==> src/rtl/simon_pkg.sv <==
// simon_pkg: shared SIMON32/64 defaults, z0 sequence, round constant and FSM states
package simon_pkg;
  localparam int N_DEF = 16;
  localparam int M_DEF = 4;
  localparam int T_DEF = 32;
  // Bit i is the z0 sequence bit used when deriving k[i+M].
  localparam logic [61:0] Z0 = 62'h19C3522FB386A45F;
  localparam int RC = 3;
  typedef enum logic [1:0] {IDLE, RUN, DONE} state_t;
endpackage

==> src/rtl/simon_key_schedule_keyexpansion.sv <==
// SIMON_keyexpansion: combinational derivation of k[count+M] from the current M-word window
module SIMON_keyexpansion
  import simon_pkg::*;
#(
  parameter int N = N_DEF,
  parameter int M = M_DEF,
  parameter int T = T_DEF
) (
  input  logic [$clog2(T)-1:0] count,
  input  logic [M-1:0][N-1:0]  keys,
  output logic [N-1:0]         out
);
  logic [N-1:0] r3, t, t1;
  logic [5:0]   zi;
  always_comb begin
    r3  = {keys[M-1][2:0], keys[M-1][N-1:3]};
    t   = (M == 4) ? r3 ^ keys[1] : r3;
    t1  = t ^ {t[0], t[N-1:1]};
    zi  = 6'(32'(count) % 62);
    out = ~keys[0] ^ t1 ^ N'(RC) ^ N'(Z0[zi]);
  end
endmodule

==> src/rtl/simon_key_schedule.sv <==
// simon_key_schedule: streams SIMON round keys k0..k(T-1) over a valid/ready handshake.
// Optional SIMON_KEY_REPLAY_EN adds a replay input that restarts from a stored master key.
module simon_key_schedule
  import simon_pkg::*;
#(
  parameter int N = N_DEF,
  parameter int M = M_DEF,
  parameter int T = T_DEF
) (
  input  logic                 clk,
  input  logic                 rst,
  input  logic                 key_load,
`ifdef SIMON_KEY_REPLAY_EN
  input  logic                 replay,
`endif
  input  logic [M*N-1:0]       key_in,
  output logic                 rk_valid,
  input  logic                 rk_ready,
  output logic [N-1:0]         rk_out,
  output logic [$clog2(T)-1:0] rk_index,
  output logic                 done
);
  state_t                   state, state_n;
  logic [M-1:0][N-1:0]      keys, keys_n;
  logic [$clog2(T)-1:0]     count, count_n;
  logic [N-1:0]             exp_word;
  logic [M*N-1:0]           src;
  logic                     start;
`ifdef SIMON_KEY_REPLAY_EN
  logic [M*N-1:0] master;
  always_ff @(posedge clk)
    if (rst) master <= '0;
    else if (key_load) master <= key_in;
  assign start = key_load | (replay & (state != IDLE));
  assign src   = key_load ? key_in : master;
`else
  assign start = key_load;
  assign src   = key_in;
`endif
  SIMON_keyexpansion #(.N(N), .M(M), .T(T)) u_exp (
    .count(count),
    .keys (keys),
    .out  (exp_word)
  );
  always_ff @(posedge clk)
    if (rst) begin
      state <= IDLE;
      keys  <= '0;
      count <= '0;
    end else begin
      state <= state_n;
      keys  <= keys_n;
      count <= count_n;
    end
  // The final transfer leaves the window unshifted so rk_out keeps the last key in DONE.
  always_comb begin
    state_n = state;
    keys_n  = keys;
    count_n = count;
    if (start) begin
      state_n = RUN;
      keys_n  = src;
      count_n = '0;
    end else if (state == RUN && rk_ready) begin
      state_n = (count == ($clog2(T))'(T-1)) ? DONE : RUN;
      keys_n  = (count == ($clog2(T))'(T-1)) ? keys : {exp_word, keys[M-1:1]};
      count_n = (count == ($clog2(T))'(T-1)) ? count : count + 1'b1;
    end
  end
  assign rk_valid = state == RUN;
  assign done     = state == DONE;
  assign rk_out   = keys[0];
  assign rk_index = count;
endmodule

==> config.mk <==
export PLATFORM = sky130hd
export DESIGN_NAME = simon_key_schedule
export DESIGN_NICKNAME = d
export VERILOG_FILES = /design/src/rtl/simon_pkg.sv /design/src/rtl/simon_key_schedule_keyexpansion.sv /design/src/rtl/simon_key_schedule.sv
export SDC_FILE = /design/constraint.sdc
export NUM_CORES = 1
export LEC_CHECK = 0
export ABC_AREA = 1
export BUFFER_PORTS_ARGS = -buffer_cell sky130_fd_sc_hd__buf_2
export CAP_MARGIN = 25
export CORE_ASPECT_RATIO = 1.75
export CORE_MARGIN = 10
export CORE_UTILIZATION = 35
export CTS_CLUSTER_SIZE = 24
export DETAILED_ROUTE_END_ITERATION = 10
export PLACE_DENSITY = 0.55
export SYNTH_ARGS = -nofsm -noshare
export SYNTH_HDL_FRONTEND = slang
export SYNTH_HIERARCHICAL = 1
export SYNTH_SLANG_ARGS = --single-unit
==> constraint.sdc <==
create_clock -name clk -period 3.04 [get_ports clk]
set_input_delay 0.608 -clock clk [delete_from_list [all_inputs] [get_ports clk]]
set_output_delay 0.608 -clock clk [all_outputs]
set_load 0.01 [all_outputs]
* Word level (Yosys, flattened, before mapping) *
Memories as Yosys holds them, arrays and structs flattened.
Cells that the tools add are included.

word-level totals
  register bits after elaboration = 71
  bits in read-only memories = 64
  input bits = 68
  output and inout bits = 23
  word-level logic and storage cells = 34
  memories = 1

operators by class
  add/sub/neg operators = 1
  divide/modulo/power cells = 1
  order comparisons = 1
  equality and inequality tests = 4
  mux-type cells = 7
  bitwise logic cells = 7
  reductions and logical operators = 5

memory list
  name              words  width  read ports  clocked after Yosys merged registers in  write ports  line                                   text
  (name not given)  64     1      1           0                                        0            simon_key_schedule_keyexpansion.sv:20  out = ~keys[0] ^ t1 ^ N'(RC) ^ N'(Z0[zi]);

operator list
  cell                    number
  $mux W64                3
  $xor A16 B16 Y16        3
  $mod A5 B6 Y32 const B  1
  $not A16 Y16            1
  $xor A16 B1 Y16         1
  $lt A6 B7 Y1 const B    1
  $add A5 B1 Y5 const B   1
  $eq A5 B5 Y1 const B    1
  $reduce_and A2 Y1       2
  $mux W1                 3
  $eq A2 B1 Y1 const B    1
  $eq A2 B2 Y1 const B    1
  $mux W2                 1
  $ne A2 B2 Y1 const B    1
  $not A2 Y2              1
  $reduce_bool A2 Y1      1
  $reduce_or A2 Y1        1
  $logic_and A1 B1 Y1     1
  $not A1 Y1              1

* Longest topological paths before layout *
Gate-level depths: netlist of run 1.

  word-level depth = 8
  gate-level depth with buffers = 15
  mapped depth without buffers = 15

* Modules after synthesis *
The synthesis of run 1 kept the hierarchy.

by module, submodules not included
  module              times used  cells an instance  area each (um2)
  simon_key_schedule  1           573                3783.6
  SIMON_keyexpansion  1           169                893.4

* Worst setup path before layout of run 1 *
Ideal clock, no wire load.

  kind = register -> register
  start point = reg count[1] (netlist: rk_index[1])
  end point = reg keys[16] in the netlist's numbering
  setup time = 0.070 ns
  arrival = 1.711 ns
  data required time = 2.970 ns
  setup slack = 1.258 ns
  stages on the path, launching flop included = 9
  clock period less this slack = 1.782 ns
  cell sequence = dfxtp_1 ha_1 and3_1 ha_1 inv_1 nand4_4 clkbuf_1 nand3_1 a21oi_1

on the way
  word-level cells in the longest chain between the ends = 3

ends and longest elaborated chain
  element                      line                      text
  from (decl)                  simon_key_schedule.sv:25  logic [$clog2(T)-1:0] count, count_n;
  from (signal assigned)       simon_key_schedule.sv:53  count <= count_n;
  $eq A5 B5 Y1                 simon_key_schedule.sv:66  keys_n = (count == ($clog2(T))'(T-1)) ? keys : {exp_word, keys[M-1:1]};
  $ne A2 B2 Y1 (no line)       --
  $reduce_and A2 Y1 (no line)  --
  to (signal assigned)         simon_key_schedule.sv:52  keys <= keys_n;
  to (decl)                    simon_key_schedule.sv:24  logic [M-1:0][N-1:0] keys, keys_n;

No other way between the ends.
A chain may end at the register's enable or synchronous reset.

* Final worst setup path of run 1 *
  start point = reg count[1] (netlist: rk_index[1])
  end point = reg keys[49] in the netlist's numbering

Same word-level chain as after synthesis.

==> results_dict.tcl, run 1 <==
set metrics [dict create \
    outcome "finished clean" \
    wl_um 15000 \
    path_buf_inv 1 \
    powerDensity_mw_per_mm2 512 \
    r2r_start "rk_index[1]" \
    cp-end-kind "flop" \
    cap_violations 0 \
    preCtsSetupSlack_ps 837 \
    worstSetupStartpointType "flop" \
    hold_viol 0 \
    root_buffer "clkbuf_16" \
    nFillCells 1437 \
    synth-compound-area-share 0.0602 \
    drc_errors 0 \
    numCtsBuffers 9 \
    worstPathArrival_ps 2500 \
    drive_above_1_share 0.157 \
    r2r_cells 8 \
    ir_worst_vdd_uv 277 \
    yosysUniqueCellTypes 23 \
    grt_use_total 0.162 \
    avgSynthCellArea_um2 6.30 \
    die_x_um 107 \
    slowest_delay_ps 480 \
    routabilityCongestion 0.858 \
    io_buffers 90 \
    htreeDepth 3 \
    synth_adder_area_share 0.0134 \
    p_leak_nw 2.64 \
    synth-simple-area-share 0.430 \
    grt_max_degree 66 \
    required_ps 3310 \
    netlist_area_mm2 0.00468 \
    rows 55 \
    synthXorXnorAreaFrac 0.0805 \
    min_to "keys[36]" \
    tightest_slew_ps 689 \
    first_pass_iters 5 \
    cp_cell_sequence "ha_1, and3_1, ha_1, nand2_2, buf_12, nand3b_1, nand2_1, nor2_1" \
    vias 4711 \
    antenna_found_initial 0 \
    area_growth_pct 13.7 \
    worstHoldStart "keys[36]" \
    cts_num_sinks 71 \
    diodes 0 \
    ctsResizeCount 0 \
    yosys.area.top_type "dfxtp_1" \
    synth_mux_area_frac 0 \
    r2r_setup_slack_ps 810 \
    ioPinCount 91 \
    timing.rr.end "keys[49]" \
    synthesis.instances 742 \
    fin_nets 863 \
    syn-num-nets 815 \
    synth_top_family_by_area "simple AND/OR/NAND/NOR gates" \
    utilization 0.409 \
    fmax_mhz 448 \
    period_needed_ps 2230 \
    fp.dieH_um 173 \
    start_util 0.360 \
    core-area_mm2 0.0130 \
    critPathMaxFanout 37 \
    overflow 0 \
    postRouteAntennaNets 0 \
    setup_viol 0 \
    post_cts_buffers 0 \
    clk_pin_slew_ps 60 \
    yosys_warnings 6 \
    grt_pass1_vias 4818 \
    relSlewSlack 0.541 \
    setup_slack_ps 810 \
    synth.area.top_cells "dfxtp_1 30%, nand2_1 24%, nand3_1 12%, xor2_1 5.6%, a21oi_1 5.6%" \
    fin_crit_sh 0.733 \
    maxSlewViolCount 0 \
    hold_depth 2 \
    wl_per_cell_um 15.5 \
    crit_path_top_delay_cell "dfxtp_1" \
    synth_sequential_area_ratio 0.304 \
    routed_via_density 4.88 \
    rsz0062_at_grt "false" \
    path_class "reg2reg" \
    hold_class "reg2reg" \
    grt_first_pass_wirelength_um 24400 \
    worstSkewPairLatency_ps 340 \
    die_area_mm2 0.0186 \
    finClkSkew_ps 6.21 \
    cpMostUsedCell "ha_1" \
    synth_seq_cells 71 \
    holdBufCountCts 0 \
    dp_hpwl_um 10800 \
    final.setup.tns_ps 0 \
    clock_path_buffers 2 \
    critPathTopFamily "simple AND/OR/NAND/NOR gates" \
    yosysTopAreaCellShare 0.304 \
    drt_iter0_drc 300 \
    cts_tree "built" \
]
[flip-flops by register name, indices dropped and copies added, names as in the netlist]
signal    count
keys         48
rk_out       16
rk_index      5
state         2
[where the power goes]
group          internal (mW)  switching (mW)  total, mW
clock                  0.653           0.415       1.07
sequential             0.995          0.0844       1.08
combinational          0.240           0.336      0.577
total                   1.89           0.836       2.72
[worst reg2reg max path: stages, from the launching register on]
cell	delay (ps)
dfxtp_1	480
ha_1	250
and3_1	190
ha_1	240
nand2_2	370
buf_12	330
nand3b_1	110
nand2_1	70
nor2_1	110
[cell usage in the layout, fill, tap and decap left out]
| cell | instances |
|---|---|
| a21oi_1 | 52 |
| a31oi_1 | 1 |
| and3_1 | 1 |
| buf_12 | 1 |
| buf_2 | 90 |
| buf_4 | 6 |
| bufinv_16 | 1 |
| clkbuf_16 | 9 |
| clkbuf_8 | 1 |
| clkinv_2 | 4 |
| clkinvlp_4 | 2 |
| dfxtp_1 | 71 |
| ha_1 | 5 |
| inv_1 | 30 |
| inv_2 | 4 |
| nand2_1 | 293 |
| nand2_2 | 4 |
| nand2_4 | 1 |
| nand3_1 | 111 |
| nand3_2 | 1 |
| nand3b_1 | 16 |
| nand4_4 | 1 |
| nor2_1 | 44 |
| o21ai_0 | 3 |
| xnor2_1 | 13 |
| xor2_1 | 30 |
[cell type report]
cell class | count | area, um^2 | share of cell area
multi-input combinational | 576 | 2740 | 0.514
timing repair buffer | 97 | 515 | 0.0969
clock buffer | 10 | 239 | 0.0449
clock inverter | 6 | 60.1 | 0.0113
sequential | 71 | 1420 | 0.267
inverter | 35 | 133 | 0.0249
tap | 171 | 214 | 0.0402
[cell families after synthesis]
kind of cell | count (synthesis)
flip-flops | 71
XOR/XNOR | 43
AO/OA/AOI/OAI | 56
buffers and inverters | 95
AND/OR/NAND/NOR | 472
adder cells (fa/ha/maj) | 5
[stage by stage]
step	hold WS (ps)	power, mW	cells	instance area, um^2
after floorplan	460	1.53	742	4680
after global placement	467	1.67	950	5020
after detailed placement	474	1.68	950	5020
after CTS	483	2.75	966	5320
after global routing	510	2.88	966	5320
final	483	2.72	966	5320
[synthesized netlist by cell type]
| cell | instances |
|---|---|
| dfxtp_1 | 71 |
| a31oi_1 | 1 |
| buf_1 | 2 |
| inv_1 | 30 |
| nand2_2 | 3 |
| nand3b_1 | 16 |
| a21oi_1 | 52 |
| nand2_4 | 1 |
| nand3_1 | 111 |
| nor2_1 | 44 |
| and3_1 | 1 |
| xor2_1 | 30 |
| clkbuf_1 | 10 |
| buf_6 | 5 |
| o21ai_0 | 3 |
| nand3_2 | 1 |
| xnor2_1 | 13 |
| buf_2 | 13 |
| ha_1 | 5 |
| nand4_4 | 1 |
| inv_2 | 5 |
| buf_4 | 30 |
| nand2_1 | 294 |
[layer usage]
layer | wire length [um] | GRT usage
met5 | 0 | 0
met4 | 246 | 0.0492
met3 | 686 | 0.0343
met2 | 8030 | 0.299
met1 | 6000 | 0.177
[worst max path at each step]
stage	start	endpoint	slack (ps)	cells after the start
after floorplan	rk_index[1]	keys[16]	1260	8
after global routing	rk_index[1]	keys[48]	630	8
final	rk_index[1]	keys[49]	810	8
after global placement	rk_index[1]	rk_out[10]	970	7
after detailed placement	rk_index[1]	rk_index[4]	840	8
after CTS	rk_index[1]	rk_index[4]	820	8
No activity file was read; power rests on OpenSTA's default activity.
==> run 2: changes to the inputs <==
ABC_AREA = 0   (was 1)
clock period = 2.11 ns   (was 3.04 ns; I/O delays follow)
==> run 2 against run 1 <==
- non-clock buffer count increased by 16
- core utilization rose by 2.4 points
- area after synthesis fell by 11%
- setup slack worse by 740 ps
- cell count decreased by 32%
- critical path type unchanged
- largest power group unchanged
- clock power up 22%
- register-to-register slack got worse by 740 ps
- via count down 26%
==> results_dict.tcl, run 2 <==
set metrics [dict create \
    synthArstFlopShare 0 \
    slowest_delay_ps 360 \
    synth.area.top_cells "dfxtp_1 34%, a2111oi_2 12%, nor3_1 11%, xnor2_1 8.0%, a2111oi_0 5.4%" \
    outcome "finished clean" \
    yosysUniqueCellTypes 34 \
    synth_adder_area_share 0.0150 \
    clk_pin_slew_ps 50 \
    netlist_area_mm2 0.00418 \
    largest_register "keys" \
    synthFlopType "dfxtp_1" \
    synth_top_family_by_area "simple AND/OR/NAND/NOR gates" \
    synth-compound-area-share 0.196 \
    synth_seq_cells 71 \
    hold_class "in2reg" \
    avgSynthCellArea_um2 9.13 \
    antenna_found_initial 0 \
    timing.rr.end "keys[29]" \
    p_leak_nw 1.97 \
    core-area_mm2 0.0116 \
    dp_hpwl_um 8230 \
    htreeDepth 3 \
    crit_path_top_delay_cell "and4bb_4" \
    overflow 0 \
    setup_viol 0 \
    rows 52 \
    grt_first_pass_wirelength_um 17700 \
    final_common_cell "nor3_1" \
    cp-end-kind "flop" \
    ioPinCount 91 \
    syn-num-nets 531 \
    synth-edff-count 0 \
    required_ps 2330 \
    final_cells 661 \
    cts_num_sinks 71 \
    r2r_start "rk_index[0]" \
    tightest_slew_ps 754 \
    synthXorXnorAreaFrac 0.107 \
    routabilityCongestion 0.777 \
    drc_errors 0 \
    critPathMaxFanout 7 \
    hold_viol 0 \
    worstPathArrival_ps 2260 \
    worstSkewPairLatency_ps 330 \
    wl_per_cell_um 17.7 \
    cp_cell_sequence "ha_1, and3_1, ha_2, and4bb_4, buf_12, clkbuf_16, nor3_1, a2111oi_2" \
    period_needed_ps 2040 \
    ir_worst_vdd_uv 447 \
    diodes 0 \
    cts_tree "built" \
    routed_via_density 5.27 \
    r2r_setup_slack_ps 70 \
    dp.cells 640 \
    yosys_warnings 6 \
    die_x_um 103 \
    final_cell_mix "95 x nor3_1, 89 x buf_2, 71 x dfxtp_1" \
    netlist_top_cells_count "95 x nor3_1, 71 x dfxtp_1, 38 x xnor2_1" \
    path_class "reg2reg" \
    wl_um 11700 \
    worstHoldStart "key_in[51]" \
    utilization 0.433 \
    clock_path_buffers 2 \
    fin_nets 596 \
    fmax_mhz 491 \
    finClkSkew_ps 4.80 \
    yosys.area.top_type "dfxtp_1" \
    start_util 0.359 \
    critPathTopFamily "simple AND/OR/NAND/NOR gates" \
    first_pass_iters 4 \
    die_area_mm2 0.0169 \
    setup_slack_ps 71.8 \
    grt_use_total 0.132 \
    synth-simple-area-share 0.206 \
    maxSlewViolCount 0 \
    path_buf_inv 2 \
    synth_sequential_area_ratio 0.340 \
    postRouteAntennaNets 0 \
    preCtsSetupSlack_ps 5.40 \
    yosysTopAreaCellShare 0.340 \
    cap_violations 0 \
    io_buffers 90 \
    worstSetupStartpointType "flop" \
    hold_depth 3 \
    grt_max_degree 52 \
    min_to "keys[51]" \
    r2r_cells 8 \
    fin_crit_sh 0.966 \
    synthesis.instances 458 \
    fp.dieH_um 165 \
    drive_above_1_share 0.314 \
    rsz0062_at_grt "true" \
    grt_pass1_vias 3466 \
    drt_iter0_drc 173 \
    numCtsBuffers 9 \
    synth_mux_area_frac 0.00778 \
    relSlewSlack 0.498 \
    root_buffer "clkbuf_16" \
    total_power_mw 3.70 \
    yosysMostFrequentCell "nor3_1" \
    largest_reg_flops 48 \
    powerDensity_mw_per_mm2 734 \
    area_growth_pct 20.5 \
    vias 3481 \
]
==> run 2: changes by cell type in the layout (fill, tap and decap cells not counted), moves of 8 or more <==
| cell | previous run | this run |
|---|---|---|
| nand3_1 | 111 | 1 |
| nor3_1 | 0 | 95 |
| xnor2_1 | 13 | 38 |
| buf_12 | 1 | 9 |
| a2111oi_1 | 0 | 13 |
| xor2_1 | 30 | 13 |
| nor2_1 | 44 | 20 |
| nand3b_1 | 16 | 1 |
| nand2_1 | 293 | 4 |
| a21oi_1 | 52 | 6 |
| a2111oi_0 | 0 | 16 |
| a2111oi_2 | 0 | 35 |
| nor2b_1 | 0 | 33 |
==> run 2: how the worst max path moves through the flow <==
stage	from	endpoint	slack, ps	cells past startpoint
after CTS	rk_index[0]	rk_out[5]	5	7
final	rk_index[0]	keys[29]	70	8
after floorplan	rk_index[0]	keys[23]	70	8
after global routing	rk_index[0]	keys[32]	-80	6
after detailed placement	rk_index[0]	rk_out[6]	5	7
after global placement	rk_index[0]	keys[55]	90	7
==> run 2: timing repair <==
action                                  in CTS  in global routing
buffers inserted                             0                  3
endpoints found under the setup margin       1                 37
gates cloned                                 0                  4
hold buffers                                 0                  0
resized for setup                            1                 13
pin swaps                                    0                 10
==> run 2: area by class of cell <==
| class | count | area, um^2 |
|---|---|---|
| multi-input combinational | 294 | 2260 |
| inverter | 34 | 128 |
| sequential | 71 | 1420 |
| tap | 135 | 169 |
| clock inverter | 2 | 10.0 |
| fill | 1187 | 6610 |
| clock buffer | 12 | 236 |
| timing repair buffer | 113 | 812 |
==> run 2: per-layer routing <==
metal  up-vias  GRT usage  share of wire
met3         9     0.0322          0.052
met2        65      0.227           0.52
met1      1652      0.154           0.42
met5         -          0              0
met4         0     0.0503          0.014
li1       1755          -              -
==> run 2: logic make-up after synthesis <==
logic type               Yosys count
XOR/XNOR                          51
multiplexers                       2
flip-flops                        71
adder cells (fa/ha/maj)            5
AO/OA/AOI/OAI                     73
AND/OR/NAND/NOR                  163
buffers and inverters             93
==> run 2: worst min-delay path: stages <==
cell and delay (ps):
buf_2 90, inv_1 50, a2111oi_2 60
==> run 2: stage by stage <==
stage / instance area (um^2) / setup TNS, ps / hold WS [ps]
2_1_floorplan: 4180 / 0 / 494
5_1_grt: 5040 / -149 / 359
4_1_cts: 4860 / 0 / 343
3_3_place_gp: 4620 / 0 / 518
6_report: 5040 / 0 / 349
3_5_place_dp: 4620 / 0 / 510
==> run 2: power by group <==
part | internal, mW | switching, mW
sequential | 1.45 | 0.101
clock | 0.779 | 0.535
combinational | 0.411 | 0.425
